<file path="config.mk">
export PLATFORM = sky130hd
export DESIGN_NAME = pixel_readout
export DESIGN_NICKNAME = d
export VERILOG_FILES = /design/src/rtl/readout_pkg.sv /design/src/rtl/sync_fifo.sv /design/src/rtl/pixel_readout.sv
export SDC_FILE = /design/constraint.sdc
export NUM_CORES = 1
export LEC_CHECK = 0
export BUFFER_PORTS_ARGS = -buffer_cell sky130_fd_sc_hd__buf_2
export CORE_MARGIN = 2
export CORE_UTILIZATION = 65
export CTS_CLUSTER_SIZE = 10
export DETAILED_ROUTE_END_ITERATION = 8
export PLACE_DENSITY = 0.89
export SYNTH_ARGS = -nofsm -noshare
export SYNTH_HDL_FRONTEND = slang
export SYNTH_HIERARCHICAL = 1
export SYNTH_SLANG_ARGS = --single-unit
</file>
<file path="constraint.sdc">
create_clock -name clk -period 5.61 [get_ports clk]
set_clock_uncertainty 0.2 [all_clocks]
set_input_delay 0.8415 -clock clk [delete_from_list [all_inputs] [get_ports clk]]
set_output_delay 0.8415 -clock clk [all_outputs]
set_load 0.1 [all_outputs]
</file>
<file path="src/rtl/readout_pkg.sv">
// Shared types and default sizing for the pixel readout block.
package readout_pkg;

    typedef enum logic {
        IDLE    = 1'b0,
        CAPTURE = 1'b1
    } state_t;

    localparam int DEF_PIXEL_COUNT = 4;
    localparam int DEF_DATA_WIDTH  = 8;
    localparam int DEF_FIFO_DEPTH  = 8;

endpackage

</file>
<file path="src/rtl/sync_fifo.sv">
// Single-clock FIFO; a push while full is accepted only alongside a pop.
module sync_fifo #(
    parameter int width = 8,
    parameter int depth = 8
) (
    input  logic             clk,
    input  logic             reset,
    input  logic             push_i,
    input  logic [width-1:0] push_data_i,
    input  logic             pop_i,
    output logic [width-1:0] pop_data_o,
    output logic             full_o,
    output logic             empty_o
);
    localparam int AW = $clog2(depth);

    logic [width-1:0] mem_q [depth];
    logic [AW:0]      wr_q;
    logic [AW:0]      rd_q;
    logic             do_push;
    logic             do_pop;

    // Extra pointer bit distinguishes full from empty when the indices match.
    assign empty_o = (wr_q == rd_q);
    assign full_o  = (wr_q[AW] != rd_q[AW]) && (wr_q[AW-1:0] == rd_q[AW-1:0]);
    assign do_pop  = pop_i && !empty_o;
    assign do_push = push_i && (!full_o || do_pop);

    assign pop_data_o = empty_o ? '0 : mem_q[rd_q[AW-1:0]];

    always_ff @(posedge clk or posedge reset) begin
        if (reset) begin
            wr_q <= '0;
            rd_q <= '0;
        end else begin
            if (do_push) wr_q <= wr_q + 1'b1;
            if (do_pop)  rd_q <= rd_q + 1'b1;
        end
    end

    always_ff @(posedge clk) begin
        if (do_push) mem_q[wr_q[AW-1:0]] <= push_data_i;
    end

endmodule

</file>
<file path="src/rtl/pixel_readout.sv">
// Captures pixel samples during read phases, subtracts a per-pixel dark
// offset and streams corrected beats through an output FIFO.
module pixel_readout import readout_pkg::*; #(
    parameter int pixel_count = DEF_PIXEL_COUNT,
    parameter int data_width  = DEF_DATA_WIDTH,
    parameter int fifo_depth  = DEF_FIFO_DEPTH
) (
    input  logic                           clk,
    input  logic                           reset,
    input  logic                           read,
    input  logic [$clog2(pixel_count)-1:0] pixel_select,
    input  logic [data_width-1:0]          pixel_data,
    input  logic                           capture_dark,
    output logic                           out_valid,
    input  logic                           out_ready,
    output logic [data_width-1:0]          out_data,
    output logic [$clog2(pixel_count)-1:0] out_index,
    output logic                           out_last,
    output logic [7:0]                     frame_count,
    output logic                           overflow,
    output logic                           frame_error
);
    localparam int IDX_W   = $clog2(pixel_count);
    localparam int ENTRY_W = data_width + IDX_W + 1;

    state_t                state_q, state_d;
    logic                  entering, leaving, sample_dark;
    logic                  dark_mode_q;
    logic [15:0]           cnt_q;
    logic                  s1_valid_q, s1_dark_q;
    logic [IDX_W-1:0]      s1_sel_q;
    logic [data_width-1:0] s1_data_q;
    logic [data_width-1:0] dark_q [pixel_count];
    logic [data_width-1:0] dark_val, corrected;
    logic                  s1_last, push;
    logic                  fifo_full, fifo_empty;
    logic [ENTRY_W-1:0]    push_entry, pop_entry;
    logic                  frame_error_q, overflow_q;
    logic [7:0]            frame_count_q;

    always_comb begin
        state_d     = state_q;
        entering    = 1'b0;
        leaving     = 1'b0;
        sample_dark = dark_mode_q;
        case (state_q)
            IDLE: begin
                sample_dark = capture_dark;
                if (read) begin
                    state_d  = CAPTURE;
                    entering = 1'b1;
                end
            end
            CAPTURE: begin
                if (!read) begin
                    state_d = IDLE;
                    leaving = 1'b1;
                end
            end
            default: state_d = IDLE;
        endcase
    end

    always_ff @(posedge clk or posedge reset) begin
        if (reset) begin
            state_q       <= IDLE;
            dark_mode_q   <= 1'b0;
            cnt_q         <= '0;
            frame_error_q <= 1'b0;
        end else begin
            state_q <= state_d;
            if (entering) begin
                dark_mode_q <= capture_dark;
                cnt_q       <= 16'd1;
            end else if (state_q == CAPTURE && read && cnt_q != '1) begin
                cnt_q <= cnt_q + 16'd1;
            end
            if (leaving && cnt_q != 16'(pixel_count)) frame_error_q <= 1'b1;
        end
    end

    // One-cycle sample register; its mode bit follows the sample down the pipe.
    always_ff @(posedge clk or posedge reset) begin
        if (reset) begin
            s1_valid_q <= 1'b0;
            s1_dark_q  <= 1'b0;
            s1_sel_q   <= '0;
            s1_data_q  <= '0;
        end else begin
            s1_valid_q <= read;
            s1_dark_q  <= sample_dark;
            if (read) begin
                s1_sel_q  <= pixel_select;
                s1_data_q <= pixel_data;
            end
        end
    end

    always_ff @(posedge clk or posedge reset) begin
        if (reset) begin
            for (int i = 0; i < pixel_count; i++) dark_q[i] <= '0;
        end else if (s1_valid_q && s1_dark_q) begin
            dark_q[s1_sel_q] <= s1_data_q;
        end
    end

    assign dark_val   = dark_q[s1_sel_q];
    assign corrected  = (s1_data_q > dark_val) ? (s1_data_q - dark_val) : '0;
    assign s1_last    = (s1_sel_q == IDX_W'(pixel_count - 1));
    assign push       = s1_valid_q && !s1_dark_q;
    assign push_entry = {corrected, s1_sel_q, s1_last};

    sync_fifo #(
        .width (ENTRY_W),
        .depth (fifo_depth)
    ) u_fifo (
        .clk         (clk),
        .reset       (reset),
        .push_i      (push),
        .push_data_i (push_entry),
        .pop_i       (out_ready),
        .pop_data_o  (pop_entry),
        .full_o      (fifo_full),
        .empty_o     (fifo_empty)
    );

    always_ff @(posedge clk or posedge reset) begin
        if (reset) begin
            overflow_q    <= 1'b0;
            frame_count_q <= '0;
        end else begin
            if (push && fifo_full && !out_ready) overflow_q <= 1'b1;
            if (out_valid && out_ready && out_last) frame_count_q <= frame_count_q + 8'd1;
        end
    end

    assign out_valid                       = !fifo_empty;
    assign {out_data, out_index, out_last} = pop_entry;
    assign frame_count                     = frame_count_q;
    assign overflow                        = overflow_q;
    assign frame_error                     = frame_error_q;

endmodule

</file>
# --- Yosys cells after proc, flatten, opt, wreduce, memory -nomap -nowiden ---
# Memories as Yosys holds them, arrays and structs flattened.
# Index checks and enable logic that the tools add are counted.
# Widths: inputs -> output; s select.
totals:
  reg_bits: 80
  ramBits: 88
  inputBits: 15
  output_inout_bits: 22
  word_cells: 67
  mem_count: 1
op_classes:
  add_sub_neg: 5
  order_cmp: 3
  n_eq_ne: 6
  muxes: 17
  bitwise: 1
  reduce_logical: 18
memory_table:
  columns: ["name", "depth", "width", "read_ports", "rd_clocked_by_memory_dff", "wr", "line", "rtl"]
  rows:
  - ["u_fifo.mem_q", 8, 11, 1, 0, 1, "sync_fifo.sv:17", "logic [width-1:0] mem_q [depth];"]
ops:
  columns: ["operator", "n"]
  rows:
  - ["$bwmux 32", 1]
  - ["$mux 16", 2]
  - ["$mux 8", 4]
  - ["$add 16x1->16 const B", 1]
  - ["$bmux 8 s2", 1]
  - ["$demux 8 s2", 1]
  - ["$ne 16x16->1 const B", 1]
  - ["$ne 16x3->1 const B", 1]
  - ["$logic_and 1x1->1", 12]
  - ["$mux 11", 1]
  - ["$add 4x1->4 const B", 2]
  - ["$add 8x1->8 const B", 1]
  - ["$gt 8x8->1", 1]
  - ["$sub 8x8->8", 1]
  - ["$mux 1", 7]
  - ["$eq 4x4->1", 1]
  - ["$logic_not 1->1", 4]
  - ["$eq 3x3->1", 1]
  - ["$ge 3x3->1 const B", 1]
  - ["$lt 3x1->1 const B", 1]
  - ["$not 2->3", 1]
  - ["$eq 2x2->1 const B", 1]
  - ["$reduce_bool 2->1", 1]
  - ["$logic_or 1x1->1", 1]
  - ["$ne 1x1->1", 1]

# --- Longest topological paths before layout ---
depth:
  word_depth: 7
  mapped_depth: 10

# --- By module ---
# The synthesis kept the hierarchy.
modules_own_cells:
  columns: ["mod", "instances", "cells_each", "area_per_inst_um2", "seq_area_each_um2"]
  rows:
  - ["sync_fifo", 1, 199, 3912.5, 2842.7]
  - ["pixel_readout", 1, 320, 3738.6, 1776.7]

# --- Worst setup path after synthesis ---
# Ideal clock, no wire load.
synth_path:
  kind: "flip-flop to flip-flop"
  from: "reg u_fifo.rd_q[1]"
  to: "reg frame_count_q[7] (netlist: frame_count[7])"
  setup_time_ps: 158
  t_arrival_ps: 3498
  slack_ps: 1755
  path_stages_with_launch: 11
  path_buffers: 2
  period_less_slack_ps: 3855
  cell_sequence: "dfrtp_1 -> buf_2 -> clkbuf_1 -> mux4_2 -> mux2i_1 -> nor2_1 -> nand3b_1 -> nor2_1 -> and3_1 -> nand3_1 -> xnor2_1"
synth_rtl:
  columns: ["item", "line", "rtl"]
  rows:
  - ["start, declared", "sync_fifo.sv:19", "logic [AW:0] rd_q;"]
  - ["start signal, assigned", "sync_fifo.sv:37", "if (do_pop) rd_q <= rd_q + 1'b1;"]
  - ["$mem_v2 8x11 / $eq 4x4->1 (equally long branches)", null, null]
  - ["$mux 11 *", "sync_fifo.sv:29", "assign pop_data_o = empty_o ? '0 : mem_q[rd_q[AW-1:0]];"]
  - ["via out_last", "pixel_readout.sv:18", "output logic out_last,"]
  - ["$logic_and 1x1->1 *", "pixel_readout.sv:133", "if (out_valid && out_ready && out_last) frame_count_q <= frame_count_q + 8'd1;"]
  - ["end signal, assigned", "pixel_readout.sv:133", null]
  - ["end, declared", "pixel_readout.sv:39", "logic [7:0] frame_count_q;"]
# Mark *: on every way through the listed nets, which the timed path passes. The rest lies on a longest branch.
# A chain may end at the register's enable or synchronous reset.

# --- Worst setup path in the final report ---
layout_path:
  from: "reg u_fifo.rd_q[1]"
  to: "out out_last"
layout_between:
  elab_chain_len: 2
layout_lines:
  columns: ["item", "line", "rtl"]
  rows:
  - ["$eq 4x4->1", "sync_fifo.sv:24", "assign empty_o = (wr_q == rd_q);"]
  - ["via fifo_empty", "pixel_readout.sv:36", "logic fifo_full, fifo_empty;"]
  - ["$mux 11", "sync_fifo.sv:29", null]
  - ["end, declared", "pixel_readout.sv:18", null]
# The timed path passes the listed nets, and every way through them passes these cells.

==> load_flow_metrics.sql <==
INSERT INTO impl_metrics (metric_group, metric, value, unit) VALUES
('setup_path', 'rr_worst_depth', '9', ''),
('floorplan', 'core.rowCount', '39', ''),
('cells_and_area', 'insertedDiodeCount', '0', ''),
('floorplan', 'die_h', '112.5', 'µm'),
('synthesis', 'synth.yosys.warnings', '6', ''),
('placement', 'place_area', '7920', 'µm²'),
('drt', 'initialDrtViolationCount', '252', ''),
('clock_tree', 'htree_num_levels', '4', ''),
('setup_path', 'start_kind', 'flip-flop', ''),
('clock_tree', 'clock-sinks', '167', ''),
('synthesis', 'post_synth_num_cell_types', '65', ''),
('flow_run', 'max-cap-violations', '0', ''),
('cells_and_area', 'layout.cell_area.non_filler', '8513', 'µm²'),
('setup_path', 'r2r_slack', '1.77', 'ns'),
('floorplan', 'die_w', '112.5', 'µm'),
('synthesis', 'synthesis.nets', '549', ''),
('timing', 'layout_worst_path_cycle_share', '71.98', '%'),
('worst_hold_path', 'hold_path_class', 'input pin to asynchronous set/reset pin', ''),
('power_and_ir_drop', 'power-per-cell-area', '602.0', 'nW/µm²'),
('timing', 'timing.setup.tns', '0', 'ns'),
('global_route', 'global_route.overflow_total', '0', ''),
('synthesis', 'synthFlopType', 'edfxtp_1', ''),
('timing', 'final-setup-viol-count', '0', ''),
('setup_path', 'critical_path.endpoint_type', 'output port', ''),
('synthesis', 'mappedNetlistArea', '7651', 'µm²'),
('clock_tree', 'postCtsResizedCells', '0', ''),
('power_and_ir_drop', 'sw_frac_of_total', '41.84', '%'),
('status', 'result_of_the_run', 'finished clean', ''),
('timing', 'worst_margin_pin_slew', '1.201', 'ns'),
('placement', 'detailed_placement_wirelength_estimate', '9358', 'µm'),
('power_and_ir_drop', 'pwr-share-comb', '40.4', '%'),
('synthesis', 'post_synth_edffs', '88', ''),
('global_route', 'initial_antenna_violation_count', '0', ''),
('synthesis', 'synth.avg_cell_area', '14.74', 'µm²'),
('clock_tree', 'tritoncts.num_buffers', '17', ''),
('power_and_ir_drop', 'p_total', '5.125', 'mW'),
('floorplan', 'ios', '37', ''),
('setup_path', 'crit_required', '4.57', 'ns'),
('global_route', 'grt_first_pass_wirelength', '23380', 'µm'),
('clock_tree', 'cts.repair_timing.setup_buffer_count', '0', ''),
('floorplan', 'floorplan.core_area', '11470', 'µm²'),
('timing', 'timing.final.max_slew_violations', '0', ''),
('global_route', 'maximum_number_of_pins_on_one_net_before_global_route_repair', '52', ''),
('setup_path', 'r2r-end', 'u_fifo/mem_q[2][8]', ''),
('cells_and_area', 'regArea', '4619', 'µm²'),
('drt', 'drt_first_pass_iters', '5', ''),
('timing', 'hold_viol_final', '0', ''),
('drt', 'ant_nets', '0', ''),
('power_and_ir_drop', 'p_leak', '3.312', 'nW'),
('setup_path', 'critPathArrivalTime', '3.00', 'ns'),
('cells_and_area', 'ratio_of_cells_with_drive_above_1_in_the_final_layout', '30.21', '%'),
('setup_path', 'crit_type', 'flip-flop to output port', ''),
('cells_and_area', 'multi_input_area', '2821', 'µm²'),
('power_and_ir_drop', 'netSwitchingPower', '2.144', 'mW'),
('power_and_ir_drop', 'peakVddDrop', '0.5112', 'mV'),
('clock_tree', 'tritoncts', 'built', ''),
('timing', 'finalCriticalPeriod', '4.038', 'ns'),
('timing', 'slew_headroom', '19.61', '%'),
('setup_path', 'crit_path_max_fanout', '26', ''),
('power_and_ir_drop', 'seq_power_share', '37.2', '%'),
('drt', 'routed_via_density', '6.130', ''),
('drt', 'detail_route.wl_per_cell', '19.99', 'µm'),
('power_and_ir_drop', 'clock_power_share', '22.4', '%'),
('clock_tree', 'ctsRootBufferMaster', 'clkbuf_16', ''),
('power_and_ir_drop', 'p_int', '2.981', 'mW'),
('floorplan', 'floorplan.die_area', '12660', 'µm²'),
('clock_tree', 'source_to_sink_clock_delay_at_the_later_pin_of_the_worst_skew_pair', '0.43', 'ns'),
('synthesis', 'synth-seq-cells', '167', ''),
('cells_and_area', 'fin_nets', '583', ''),
('synthesis', 'seq_area_frac_synth', '60.38', '%'),
('clock_tree', 'post_cts_hold_buffer_count', '0', '');
==> routing by layer <==
metal | GRT usage, % | share of wire [%] | vias up
met2 | 39.60 | 50 | 108
li1 | - | - | 2032
met3 | 4.860 | 4.6 | 19
met4 | 10.57 | 2.0 | 0
met5 | 0 | 0 | -
met1 | 32.96 | 43 | 2187
==> power groups by stage <==
| stage | registers (mW) | clock network, mW | logic [mW] |
|---|---|---|---|
| after detailed placement | 1.93 | 0 | 2.07 |
| after global placement | 1.90 | 0 | 2.00 |
| after CTS | 1.91 | 1.16 | 2.09 |
| after global routing | 1.94 | 1.22 | 2.21 |
| after floorplan | 1.93 | 0 | 1.69 |
| final | 1.91 | 1.15 | 2.07 |
==> how the worst max path moves through the flow <==
stage	from	to	cells after the start
detailed placement	s1_sel_q[0]	u_fifo/mem_q[5][7]	9
finish	u_fifo/rd_q[1]	out_last	4
CTS	u_fifo/rd_q[1]	out_last	4
global placement	s1_sel_q[1]	u_fifo/mem_q[0][8]	9
floorplan	u_fifo/rd_q[1]	frame_count[7]	10
global route	u_fifo/rd_q[1]	out_last	4
==> per-stage QoR <==
| step | cells | hold WS [ns] | setup slack [ns] | util, % |
|---|---|---|---|---|
| 5_1_grt | 709 | 0.1882 | 1.359 | 74.24 |
| 4_1_cts | 709 | 0.1628 | 1.506 | 74.24 |
| 2_1_floorplan | 519 | 0.2446 | 1.755 | - |
| 3_5_place_dp | 677 | 0.2547 | 1.780 | 69.07 |
| 3_3_place_gp | 677 | 0.2532 | 1.934 | 69.07 |
| 6_report | 709 | 0.1710 | 1.572 | 74.24 |
==> cell usage in the layout, fill, tap and decap left out, types with 8 or more instances in the layout <==
master	count
buf_2	36
xnor2_1	10
dfrtp_1	79
nand3_1	8
nor2_1	32
mux2i_1	11
mux4_2	30
o21ai_0	16
inv_1	19
nand4_1	11
edfxtp_1	88
ha_1	14
o21ai_1	10
nand2_1	24
clkbuf_16	17
mux2_2	41
a21oi_1	12
==> final cells by class <==
class / instances / area share (%)
tap: 143 / 2.102
multi-input combinational: 305 / 33.14
clock inverter: 12 / 1.484
inverter: 20 / 0.8818
sequential: 167 / 54.26
clock buffer: 20 / 5.482
timing repair buffer: 42 / 2.646
==> kinds of logic (layout without fill, tap and decap cells) <==
family / Yosys count / in the layout / share of synthesized area, %
multiplexers: 84 / 84 / 16.65
buffers and inverters: 47 / 94 / 3.336
flip-flops: 167 / 167 / 60.38
AND/OR/NAND/NOR: 116 / 116 / 8.242
AO/OA/AOI/OAI: 72 / 72 / 6.591
adder cells (fa/ha/maj): 15 / 15 / 2.551
XOR/XNOR: 18 / 18 / 2.257
==> flip-flops by register name, summed over array words and instances (netlist names) <==
register / count
dark_mode_q: 1
s1_sel_q: 2
s1_valid_q: 1
u_fifo/wr_q: 4
s1_data_q: 8
cnt_q: 16
dark_q: 32
u_fifo/mem_q: 88
frame_count: 8
overflow: 1
s1_dark_q: 1
u_fifo/rd_q: 4
frame_error: 1
==> cell usage after synthesis, types with 6 or more instances <==
cell type  instances  area [µm²]
xnor2_1           10       87.58
o31ai_1            6       45.04
nand4_1           11       68.82
mux2i_1           11       110.1
ha_1              14       175.2
mux2_2            41       461.7
mux4_2            30       675.7
nand2_1           24       90.09
inv_1             20       75.07
nand3_1            8       40.04
a21oi_1           12       60.06
edfxtp_1          88        2643
o21ai_0           16       80.08
xor2_1             6       52.55
buf_2             11       55.05
nor2_1            32       120.1
o21ai_1           10       50.05
dfrtp_1           79        1977
buf_6              7       78.83
==> worst max-delay path: stages, from the launching register on <==
cell,delay [ns]
dfrtp_1,1.11
xnor2_2,0.18
and4_1,0.44
nor2_1,0.34
buf_2,0.49
No activity file was read; power rests on OpenSTA's default activity.
